--- config.mk ---
export PLATFORM = sky130hd
export DESIGN_NAME = turbosim_sched_flat
export DESIGN_NICKNAME = d
export VERILOG_FILES = /design/src/rtl/turbosim_sched_if.sv /design/src/rtl/turbosim_sched.sv /design/src/flat_wrapper.sv
export SDC_FILE = /design/constraint.sdc
export NUM_CORES = 2
export LEC_CHECK = 0
export CORE_MARGIN = 3
export CORE_UTILIZATION = 60
export DETAILED_ROUTE_END_ITERATION = 7
export HOLD_SLACK_MARGIN = 0.15
export MAX_ROUTING_LAYER = met4
export PLACE_DENSITY = 0.78
export SLEW_MARGIN = 40
export SYNTH_ARGS = -nofsm -noshare
export SYNTH_HDL_FRONTEND = slang
export SYNTH_SLANG_ARGS = --single-unit
--- constraint.sdc ---
create_clock -name clk -period 16.97 [get_ports clk]
set_input_delay 1.697 -clock clk [delete_from_list [all_inputs] [get_ports clk]]
set_output_delay 1.697 -clock clk [all_outputs]
set_load 0.005 [all_outputs]
--- src/rtl/turbosim_sched_if.sv ---
// rtl/turbosim_sched_if.sv - host bus bundle for turbosim_sched (stats ports under TURBOSIM_SCHED_STATS_EN)
interface turbosim_sched_if #(
    parameter int VAL_WD    = 2,
    parameter int IDX_WD    = 14,
    parameter int TIME_WD   = 16,
    parameter int EVQ_DEPTH = 16
);
    localparam int REC_WD = VAL_WD + IDX_WD + TIME_WD;
    localparam int CNT_WD = $clog2(EVQ_DEPTH) + 1;

    logic                go;
    logic                done;
    logic                wr;
    logic                full;
    logic [REC_WD-1:0]   in_record;
    logic                rd;
    logic                empty;
    logic [REC_WD-1:0]   out_record;
    logic [TIME_WD-1:0]  sim_time;
    logic [CNT_WD-1:0]   evq_count;
`ifdef TURBOSIM_SCHED_STATS_EN
    logic [15:0]         ev_in_cnt;
    logic [15:0]         ev_out_cnt;
    logic [15:0]         stall_cnt;

    modport master (
        output go, wr, in_record, rd,
        input  done, full, empty, out_record, sim_time, evq_count,
        input  ev_in_cnt, ev_out_cnt, stall_cnt
    );
    modport slave (
        input  go, wr, in_record, rd,
        output done, full, empty, out_record, sim_time, evq_count,
        output ev_in_cnt, ev_out_cnt, stall_cnt
    );
`else
    modport master (
        output go, wr, in_record, rd,
        input  done, full, empty, out_record, sim_time, evq_count
    );
    modport slave (
        input  go, wr, in_record, rd,
        output done, full, empty, out_record, sim_time, evq_count
    );
`endif
endinterface

--- src/rtl/turbosim_sched.sv ---
// rtl/turbosim_sched.sv - time-ordered event scheduler: input FIFO -> event buffer -> output FIFO
// Optional saturating activity counters are enabled by defining TURBOSIM_SCHED_STATS_EN.
module turbosim_sched #(
    parameter int VAL_WD    = 2,
    parameter int IDX_WD    = 14,
    parameter int TIME_WD   = 16,
    parameter int IN_DEPTH  = 64,
    parameter int OUT_DEPTH = 8,
    parameter int EVQ_DEPTH = 16
) (
    input  logic             clk,
    input  logic             rst,
    turbosim_sched_if.slave  bus
);
    localparam int REC_WD  = VAL_WD + IDX_WD + TIME_WD;
    localparam int SLOT_WD = $clog2(EVQ_DEPTH);
    localparam int CNT_WD  = SLOT_WD + 1;
    localparam int IN_AW   = $clog2(IN_DEPTH);
    localparam int OUT_AW  = $clog2(OUT_DEPTH);

    localparam logic [2:0] S_INIT  = 3'd0;
    localparam logic [2:0] S_WAIT  = 3'd1;
    localparam logic [2:0] S_LOAD  = 3'd2;
    localparam logic [2:0] S_SCAN  = 3'd3;
    localparam logic [2:0] S_EMIT  = 3'd4;
    localparam logic [2:0] S_DRAIN = 3'd5;

    logic [2:0] state;

    // ---------------- input FIFO ----------------
    logic [REC_WD-1:0] in_mem [IN_DEPTH];
    logic [IN_AW-1:0]  in_wptr, in_rptr;
    logic [IN_AW:0]    in_cnt;
    logic              in_full, in_empty, in_push, in_pop;
    logic [REC_WD-1:0] in_head;

    assign in_full  = (in_cnt == (IN_AW+1)'(IN_DEPTH));
    assign in_empty = (in_cnt == '0);
    assign in_push  = bus.wr && !in_full;
    assign in_head  = in_mem[in_rptr];

    always_ff @(posedge clk or negedge rst) begin
        if (!rst) begin
            in_wptr <= '0;
            in_rptr <= '0;
            in_cnt  <= '0;
        end else begin
            if (in_push) in_wptr <= in_wptr + 1'b1;
            if (in_pop)  in_rptr <= in_rptr + 1'b1;
            in_cnt <= in_cnt + (IN_AW+1)'(in_push) - (IN_AW+1)'(in_pop);
        end
    end

    always_ff @(posedge clk) begin
        if (in_push) in_mem[in_wptr] <= bus.in_record;
    end

    // ---------------- output FIFO (show-ahead) ----------------
    logic [REC_WD-1:0] out_mem [OUT_DEPTH];
    logic [OUT_AW-1:0] out_wptr, out_rptr;
    logic [OUT_AW:0]   out_cnt;
    logic              out_full, out_empty, out_push, out_pop;
    logic [REC_WD-1:0] out_din;

    assign out_full  = (out_cnt == (OUT_AW+1)'(OUT_DEPTH));
    assign out_empty = (out_cnt == '0);
    assign out_pop   = bus.rd && !out_empty;

    always_ff @(posedge clk or negedge rst) begin
        if (!rst) begin
            out_wptr <= '0;
            out_rptr <= '0;
            out_cnt  <= '0;
        end else begin
            if (out_push) out_wptr <= out_wptr + 1'b1;
            if (out_pop)  out_rptr <= out_rptr + 1'b1;
            out_cnt <= out_cnt + (OUT_AW+1)'(out_push) - (OUT_AW+1)'(out_pop);
        end
    end

    always_ff @(posedge clk) begin
        if (out_push) out_mem[out_wptr] <= out_din;
    end

    // ---------------- event buffer ----------------
    logic [EVQ_DEPTH-1:0] slot_valid;
    logic [VAL_WD-1:0]    slot_val  [EVQ_DEPTH];
    logic [IDX_WD-1:0]    slot_idx  [EVQ_DEPTH];
    logic [TIME_WD-1:0]   slot_time [EVQ_DEPTH];

    logic [SLOT_WD-1:0] init_ptr, scan_ptr, free_slot, sel_slot, nx_slot;
    logic [CNT_WD-1:0]  evq_count;
    logic [TIME_WD-1:0] sim_time, sel_time, nx_time;
    logic               sel_found, nx_found, buf_full, load_fire, emit_fire, scan_last, done;

    assign buf_full  = (evq_count == CNT_WD'(EVQ_DEPTH));
    assign load_fire = (state == S_LOAD) && !in_empty && !buf_full;
    assign emit_fire = (state == S_EMIT) && !out_full;
    assign scan_last = (scan_ptr == SLOT_WD'(EVQ_DEPTH - 1));
    assign in_pop    = load_fire;
    assign out_push  = emit_fire;
    assign out_din   = {slot_val[sel_slot], slot_idx[sel_slot], sel_time};

    always_comb begin
        free_slot = '0;
        for (int i = EVQ_DEPTH - 1; i >= 0; i--) begin
            if (!slot_valid[i]) free_slot = SLOT_WD'(i);
        end
    end

    // Running minimum; strict '<' keeps the earlier (lower) slot on ties.
    always_comb begin
        nx_found = (scan_ptr == '0) ? 1'b0 : sel_found;
        nx_slot  = sel_slot;
        nx_time  = sel_time;
        if (slot_valid[scan_ptr] && (!nx_found || slot_time[scan_ptr] < nx_time)) begin
            nx_found = 1'b1;
            nx_slot  = scan_ptr;
            nx_time  = slot_time[scan_ptr];
        end
    end

    always_ff @(posedge clk) begin
        if (load_fire) begin
            slot_val[free_slot]  <= in_head[REC_WD-1 -: VAL_WD];
            slot_idx[free_slot]  <= in_head[TIME_WD +: IDX_WD];
            slot_time[free_slot] <= sim_time + in_head[TIME_WD-1:0];
        end
    end

    always_ff @(posedge clk or negedge rst) begin
        if (!rst) begin
            state      <= S_INIT;
            done       <= 1'b0;
            init_ptr   <= '0;
            scan_ptr   <= '0;
            sel_found  <= 1'b0;
            sel_slot   <= '0;
            sel_time   <= '0;
            slot_valid <= '0;
            evq_count  <= '0;
            sim_time   <= '0;
        end else begin
            case (state)
                S_INIT: begin
                    slot_valid[init_ptr] <= 1'b0;
                    evq_count            <= '0;
                    init_ptr             <= init_ptr + 1'b1;
                    if (init_ptr == SLOT_WD'(EVQ_DEPTH - 1)) begin
                        init_ptr <= '0;
                        done     <= 1'b1;
                        state    <= S_WAIT;
                    end
                end
                S_WAIT: begin
                    if (bus.go) begin
                        done  <= 1'b0;
                        state <= S_LOAD;
                    end
                end
                S_LOAD: begin
                    scan_ptr <= '0;
                    if (in_empty || buf_full) begin
                        state <= S_SCAN;
                    end else begin
                        slot_valid[free_slot] <= 1'b1;
                        evq_count             <= evq_count + 1'b1;
                    end
                end
                S_SCAN: begin
                    sel_found <= nx_found;
                    sel_slot  <= nx_slot;
                    sel_time  <= nx_time;
                    scan_ptr  <= scan_ptr + 1'b1;
                    if (scan_last) begin
                        scan_ptr <= '0;
                        if (nx_found)      state <= S_EMIT;
                        else if (in_empty) state <= S_DRAIN;
                        else               state <= S_LOAD;
                    end
                end
                S_EMIT: begin
                    if (!out_full) begin
                        slot_valid[sel_slot] <= 1'b0;
                        sim_time             <= sel_time;
                        evq_count            <= evq_count - 1'b1;
                        state                <= S_SCAN;
                    end
                end
                S_DRAIN: begin
                    if (out_empty) begin
                        done  <= 1'b1;
                        state <= S_WAIT;
                    end
                end
                default: state <= S_INIT;
            endcase
        end
    end

    assign bus.done       = done;
    assign bus.full       = in_full;
    assign bus.empty      = out_empty;
    assign bus.out_record = out_empty ? '0 : out_mem[out_rptr];
    assign bus.sim_time   = sim_time;
    assign bus.evq_count  = evq_count;

`ifdef TURBOSIM_SCHED_STATS_EN
    logic [15:0] ev_in_cnt, ev_out_cnt, stall_cnt;

    always_ff @(posedge clk or negedge rst) begin
        if (!rst) begin
            ev_in_cnt  <= '0;
            ev_out_cnt <= '0;
            stall_cnt  <= '0;
        end else begin
            if (load_fire && ev_in_cnt != 16'hFFFF)  ev_in_cnt  <= ev_in_cnt + 1'b1;
            if (emit_fire && ev_out_cnt != 16'hFFFF) ev_out_cnt <= ev_out_cnt + 1'b1;
            if (state == S_EMIT && out_full && stall_cnt != 16'hFFFF) stall_cnt <= stall_cnt + 1'b1;
        end
    end

    assign bus.ev_in_cnt  = ev_in_cnt;
    assign bus.ev_out_cnt = ev_out_cnt;
    assign bus.stall_cnt  = stall_cnt;
`endif
endmodule
--- src/flat_wrapper.sv ---
// flat-port wrapper written by rule: the top's interface ports become plain ports
module turbosim_sched_flat 
#(
    parameter int VAL_WD    = 2,
    parameter int IDX_WD    = 14,
    parameter int TIME_WD   = 16,
    parameter int IN_DEPTH  = 64,
    parameter int OUT_DEPTH = 8,
    parameter int EVQ_DEPTH = 16
)
  (clk, rst, bus_go, bus_wr, bus_in_record, bus_rd, bus_done, bus_full, bus_empty, bus_out_record, bus_sim_time, bus_evq_count);
  turbosim_sched_if #(.VAL_WD(VAL_WD), .IDX_WD(IDX_WD), .TIME_WD(TIME_WD), .EVQ_DEPTH(EVQ_DEPTH)) bus_i ();
  input  logic clk;
  input  logic rst;
  input wire logic [$bits(bus_i.go)-1:0] bus_go;
  input wire logic [$bits(bus_i.wr)-1:0] bus_wr;
  input wire logic [$bits(bus_i.in_record)-1:0] bus_in_record;
  input wire logic [$bits(bus_i.rd)-1:0] bus_rd;
  output wire logic [$bits(bus_i.done)-1:0] bus_done;
  output wire logic [$bits(bus_i.full)-1:0] bus_full;
  output wire logic [$bits(bus_i.empty)-1:0] bus_empty;
  output wire logic [$bits(bus_i.out_record)-1:0] bus_out_record;
  output wire logic [$bits(bus_i.sim_time)-1:0] bus_sim_time;
  output wire logic [$bits(bus_i.evq_count)-1:0] bus_evq_count;
  assign bus_i.go = bus_go;
  assign bus_i.wr = bus_wr;
  assign bus_i.in_record = bus_in_record;
  assign bus_i.rd = bus_rd;
  assign bus_done = bus_i.done;
  assign bus_full = bus_i.full;
  assign bus_empty = bus_i.empty;
  assign bus_out_record = bus_i.out_record;
  assign bus_sim_time = bus_i.sim_time;
  assign bus_evq_count = bus_i.evq_count;
  turbosim_sched #(.VAL_WD(VAL_WD), .IDX_WD(IDX_WD), .TIME_WD(TIME_WD), .IN_DEPTH(IN_DEPTH), .OUT_DEPTH(OUT_DEPTH), .EVQ_DEPTH(EVQ_DEPTH)) u_core (.clk(clk), .rst(rst), .bus(bus_i));
endmodule
Word-level counts from Yosys, hierarchy flattened --
Memories as Yosys holds them, arrays and structs flattened. Index checks and enable logic that the tools add are counted.
Operators by class: add/sub/neg operators 13, multiply operators 0, divide/modulo/power cells 0, order comparisons 8, eq/ne operators 17, shift operators 0, muxes and demuxes 55, bitwise gates (word level) 6, reductions and logical operators 29
Operator list (count):
- $mux W4 | 18
- $pmux W16 S3 | 1
- $and A16 B16 Y16 | 2
- $mux W16 | 2
- $mux W32 | 1
- $not A16 Y16 | 2
- $mux W3 | 8
- $lt A4 B5 Y1 const B | 4
- $pmux W3 S6 | 1
- $add A16 B16 Y16 | 1
- $lt A16 B16 Y1 | 1
- $or A16 B16 Y16 | 1
- $mux W1 | 15
- $pmux W5 S3 | 1
- $add A6 B1 Y6 const B | 2
- $demux W1 S4 | 3
- $eq A4 B4 Y1 const B | 3
- $ge A4 B1 Y1 const B | 3
- $mux W5 | 2
- $logic_and A1 B1 Y1 | 9
- $add A4 B1 Y4 const B | 2
- $logic_not A4 Y1 | 2
- $ne A2 B2 Y1 const B | 4
- $pmux W4 S2 | 1
- other kinds (26) | 39
Word-level totals: bits in registers 99, bits in latches 0, bits in writable memories 2816, bits in read-only memories 0, input bits 37, output and inout bits 56, word-level logic and storage cells 149, memories 5
Memories:
- u_core.in_mem | depth 64, width 32, rd ports 1, clocked after Yosys merged registers in 0, write ports 1, line turbosim_sched.sv:31 | logic [REC_WD-1:0] in_mem [IN_DEPTH];
- u_core.out_mem | depth 8, width 32, rd ports 1, clocked after Yosys merged registers in 0, write ports 1, line turbosim_sched.sv:59 | logic [REC_WD-1:0] out_mem [OUT_DEPTH];
- u_core.slot_time | depth 16, width 16, rd ports 1, clocked after Yosys merged registers in 0, write ports 1, line turbosim_sched.sv:89 | logic [TIME_WD-1:0] slot_time [EVQ_DEPTH];
- u_core.slot_idx | depth 16, width 14, rd ports 1, clocked after Yosys merged registers in 0, write ports 1, line turbosim_sched.sv:88 | logic [IDX_WD-1:0] slot_idx [EVQ_DEPTH];
- u_core.slot_val | depth 16, width 2, rd ports 1, clocked after Yosys merged registers in 0, write ports 1, line turbosim_sched.sv:87 | logic [VAL_WD-1:0] slot_val [EVQ_DEPTH];

Longest topological paths before layout --
word-level depth 23, gate-level depth with buffers 18, depth with buffers taken out 17

Least setup slack after synthesis --
OpenSTA, ideal clock, no wires.
path type register to register, from reg u_core.in_cnt[2], to mem u_core.slot_idx[10][0], enable pin, setup time 0.502 ns, data arrival time 4.900 ns, required time 16.468 ns, setup slack 11.568 ns, cell stages (with the launch flop) 9, path buffers 1, clock period less this slack 5.402 ns, cells stage by stage dfrtp_1 > inv_1 > ha_1 > nand4bb_1 > o2bb2ai_1 > nor3_1 > clkbuf_1 > nand4_1 > nor4_1
On the way: cells in the longest elaborated chain, start to end 6
RTL lines:
- from (decl) | line turbosim_sched.sv:33 | logic [IN_AW:0] in_cnt;
- from (signal assigned) | line turbosim_sched.sv:50 | in_cnt <= in_cnt + (IN_AW+1)'(in_push) - (IN_AW+1)'(in_pop);
- $logic_not A7 Y1 | line turbosim_sched.sv:38 | assign in_empty = (in_cnt == '0);
- $logic_not A1 Y1 | line turbosim_sched.sv:97 | assign load_fire = (state == S_LOAD) && !in_empty && !buf_full;
- $logic_and A1 B1 Y1 (2 in series) | line turbosim_sched.sv:97
- net u_core.in_pop | line turbosim_sched.sv:34 | logic in_full, in_empty, in_push, in_pop;
- $mux W1 | line turbosim_sched.sv:124 | if (load_fire) begin
- $mux W1 (implied by the code) | line turbosim_sched.sv:126 | slot_idx[free_slot] <= in_head[TIME_WD +: IDX_WD];
- to (decl) | line turbosim_sched.sv:88
The timed path passes the listed nets, and every way through them passes these cells.

Worst setup path after layout --
from reg u_core.in_rptr[1], to mem u_core.slot_time[7][10], data pin
On the way: cells in the longest elaborated chain, start to end 2
RTL lines:
- from (decl) | line turbosim_sched.sv:32 | logic [IN_AW-1:0] in_wptr, in_rptr;
- from (signal assigned) | line turbosim_sched.sv:49 | if (in_pop) in_rptr <= in_rptr + 1'b1;
- $mem_v2 Z64 W32
- $add A16 B16 Y16 | line turbosim_sched.sv:127 | slot_time[free_slot] <= sim_time + in_head[TIME_WD-1:0];
- to (decl) | line turbosim_sched.sv:89
No other way between the ends.

==> results.py <==
metrics = {
    "clock_tree": {
        "root_buffer": "clkbuf_16",
        "cts_tree": "done",
        "postCtsSetupRepairBufs": 0,
        "cts_buffers": 293,
        "ctsResizeCount": 0,
        "insertion_delay_ns": 0.94,
        "cts.sinks": 2915,
        "clk_pin_slew_ns": 0.06,
        "hold_buffers": 0,
        "clockBufferDepth": 4,
        "htreeDepth": 5,
    },
    "power": {
        "p_total_uw": 22960,
        "pwr-share-comb_pct": 30.3,
        "p_switching_uw": 7030,
        "power.density_nw_per_um2": 180.4,
        "power.internal_uw": 15930,
        "ir_drop_mv": 0.2425,
        "pwr-share-seq_pct": 42.4,
        "leakagePower_uw": 0.04006,
        "clock_power_share_pct": 27.3,
        "swShare_pct": 30.61,
    },
    "sta": {
        "hold_ws_ns": 0.5018,
        "fin_crit_sh_pct": 39.86,
        "fin_crit_ns": 6.763,
        "rsz0062_at_grt": "false",
        "max_slew_margin_pct": 39.97,
        "setup_viol": 0,
        "fmax_mhz": 147.9,
        "slew_viol_final": 0,
        "worstMarginPinSlew_ns": 0.9005,
        "hold_viol": 0,
        "setup_tns_ns": 0,
        "setup_ws_ns": 10.21,
        "skew_ns": 0.06648,
    },
    "setup_path": {
        "critPathArrivalTime_ns": 7.25,
        "crit_type": "flip-flop to flip-flop",
        "critPathRequiredTime_ns": 17.46,
        "worst_setup_path_start_kind": "flip-flop",
        "crit_fanout": 62,
        "end_kind": "flip-flop",
    },
    "route": {
        "postRouteAntennaNets": 0,
        "drt_first_pass_iters": 6,
        "wl_per_cell_um": 36.17,
        "routed_via_density": 7.059,
        "drcViolationCount": 0,
        "vias": 55190,
        "wl_um": 282700,
        "drtIter0Drc": 7609,
    },
    "yosys": {
        "syn_area_um2": 113100,
        "synth_edf_count": 2816,
        "synthCells": 4849,
        "synthFlopType": "edfxtp_1",
        "synth.distinct_cells": 66,
        "syn_avg_cell_area_um2": 23.33,
        "synth-seq-cells": 2915,
        "yosysSeqAreaShare_pct": 76.94,
        "syn-num-nets": 4948,
        "ys_warn_count": 0,
        "async_flop_share_pct": 3.396,
    },
    "global_route": {
        "antenna_found_initial": 17,
        "first_global_vias": 56430,
        "grt_max_degree": 142,
        "grt-ovfl-total": 0,
        "grt_pass1_wl_um": 407000,
        "track_usage_pct": 30.60,
    },
    "die": {
        "die_h_um": 440.2,
        "std_cell_rows": 158,
        "core_area_um2": 186400,
        "initial_core_util_pct": 60.68,
        "die_w_um": 440.2,
        "ioPinCount": 93,
        "die_area_um2": 193800,
    },
    "place": {
        "port_buffers": 92,
        "dpl-instance-area_um2": 117900,
        "gp_congestion": 0.8420,
        "dp_hpwl_um": 136800,
        "place_ws_ns": 9.718,
    },
    "run": {
        "cap_violations": 0,
    },
    "cells_and_area": {
        "nets": 5229,
        "syn2layout_area_growth_pct": 12.55,
        "final_area_um2": 127300,
        "num-fill-cells": 10450,
        "layout-drive-gt1-share_pct": 30.01,
    },
    "hold_path": {
        "hold_path.class": "flip-flop to flip-flop",
    },
    "status": {
        "status": "finished, final reports clean",
    },
}
## critical path: stages (launching register included)
cell and delay (ns):
dfrtp_4 0.86, buf_4 0.47, buf_12 0.29, buf_6 0.62, mux4_2 0.46, mux4_2 0.53, mux4_2 0.58, ha_1 0.26
inv_1 0.09, fa_1 0.25, nor2b_1 0.07, o21a_1 0.18, o21ai_0 0.45, a21oi_1 0.22, o21ai_0 0.35, a211oi_1 0.13
nand3b_1 0.45
## stage by stage
stage / util, % / std cells
after global placement: 63.11 / 7301
final: 68.29 / 7818
after floorplan: - / 4849
after global routing: 68.29 / 7817
after detailed placement: 63.23 / 7304
after CTS: 68.10 / 7794
## per-layer routing
metal / share of wire (%) / global-route usage, % / up-vias / wire length (um)
met4: 4.3 / 12.26 / 0 / 12160
met3: 11 / 6.425 / 815 / 30790
met5: 0 / - / - / 0
met2: 50 / 47.78 / 4177 / 141400
met1: 35 / 40.15 / 28980 / 98390
li1: - / - / 21220 / -
## worst paths after layout
path / start / to / slack (ns) / cells after the start
setup / recovery: u_core.in_rptr[1] / u_core.slot_time[7][10] / 10.21 / 16
hold / removal: u_core.sel_found / u_core.sel_found / 0.50 / 2
setup reg to reg: u_core.in_rptr[1] / u_core.slot_time[7][10] / 10.21 / 16
hold reg to reg: u_core.sel_found / u_core.sel_found / 0.50 / 2
max in group asynchronous: rst / u_core.in_rptr[2] / 15.09 / 2
min in group asynchronous: rst / u_core.out_rptr[1] / 0.73 / 1
## cells in the mapped netlist, types with 22 or more instances
| cell | n | area (um^2) |
|---|---|---|
| edfxtp_1 | 2816 | 84560 |
| mux4_2 | 877 | 19750 |
| nor2_1 | 147 | 551.8 |
| clkbuf_1 | 129 | 484.2 |
| dfrtp_1 | 99 | 2477 |
| nand2_1 | 72 | 270.3 |
| buf_2 | 65 | 325.3 |
| ha_1 | 58 | 725.7 |
| mux2i_1 | 58 | 580.6 |
| a21oi_1 | 56 | 280.3 |
| inv_1 | 55 | 206.5 |
| o21ai_0 | 52 | 260.3 |
| buf_1 | 47 | 176.4 |
| nor2b_1 | 27 | 168.9 |
| a211oi_1 | 24 | 180.2 |
| xnor2_1 | 22 | 192.7 |
## state kept, by name (all words and copies together), names as in the netlist, 7 cells and up
signal               flops
u_core.sel_time         16
u_core.in_mem         2048
u_core.out_mem         256
u_core.bus.sim_time     16
u_core.slot_time       256
u_core.in_cnt            7
u_core.slot_valid       16
u_core.slot_val         32
u_core.slot_idx        224
## final cells by class
type	count	area (um^2)	share of cell area [%]
Sequential cell	2915	87070	68.39
Tap cell	2480	3103	2.437
Timing Repair Buffer	232	2203	1.731
Antenna cell	13	32.53	0.02555
Clock buffer	366	7909	6.212
Multi-Input combinational cell	1631	25600	20.11
Clock inverter	124	1175	0.9228
Inverter	57	214.0	0.1681
## power groups by stage
stage,clock [uW],sequential (uW),combinational (uW)
3_3_place_gp,0,9840,6420
2_1_floorplan,0,9570,4680
3_5_place_dp,0,9880,6640
4_1_cts,6330,9760,6810
5_1_grt,6570,9780,7380
6_report,6270,9740,6960
## layout by cell type (no fill, tap or decap), types with 10 or more instances in the layout
cell / instances
bufinv_16: 23
nand2b_1: 17
mux4_2: 877
dfrtp_1: 86
mux2_4: 20
xor2_1: 10
a31oi_1: 15
inv_1: 55
clkinv_2: 35
ha_1: 58
clkdlybuf4s50_1: 59
xnor2_1: 17
nand4_1: 16
clkbuf_1: 54
nor2_4: 77
diode_2: 13
nand2_1: 69
clkbuf_16: 303
nand3_1: 17
nor3_1: 13
buf_4: 142
a21oi_1: 55
buf_6: 11
o21ai_0: 52
a211oi_1: 24
nor2b_1: 27
nor2_1: 68
buf_12: 11
clkinv_1: 52
mux2i_1: 58
a21o_1: 17
edfxtp_1: 2816
## logic make-up after synthesis
group | after synthesis | synth area share [%]
DFF | 2915 | 76.94
muxes | 959 | 18.28
and+or+nand+nor | 358 | 1.480
buffers and inverters | 303 | 1.104
AOI/OAI and AO/OA | 218 | 1.217
adders and majority gates | 62 | 0.7123
xor gates and xnor gates | 34 | 0.2632
Power figures use the tool's default switching activity.
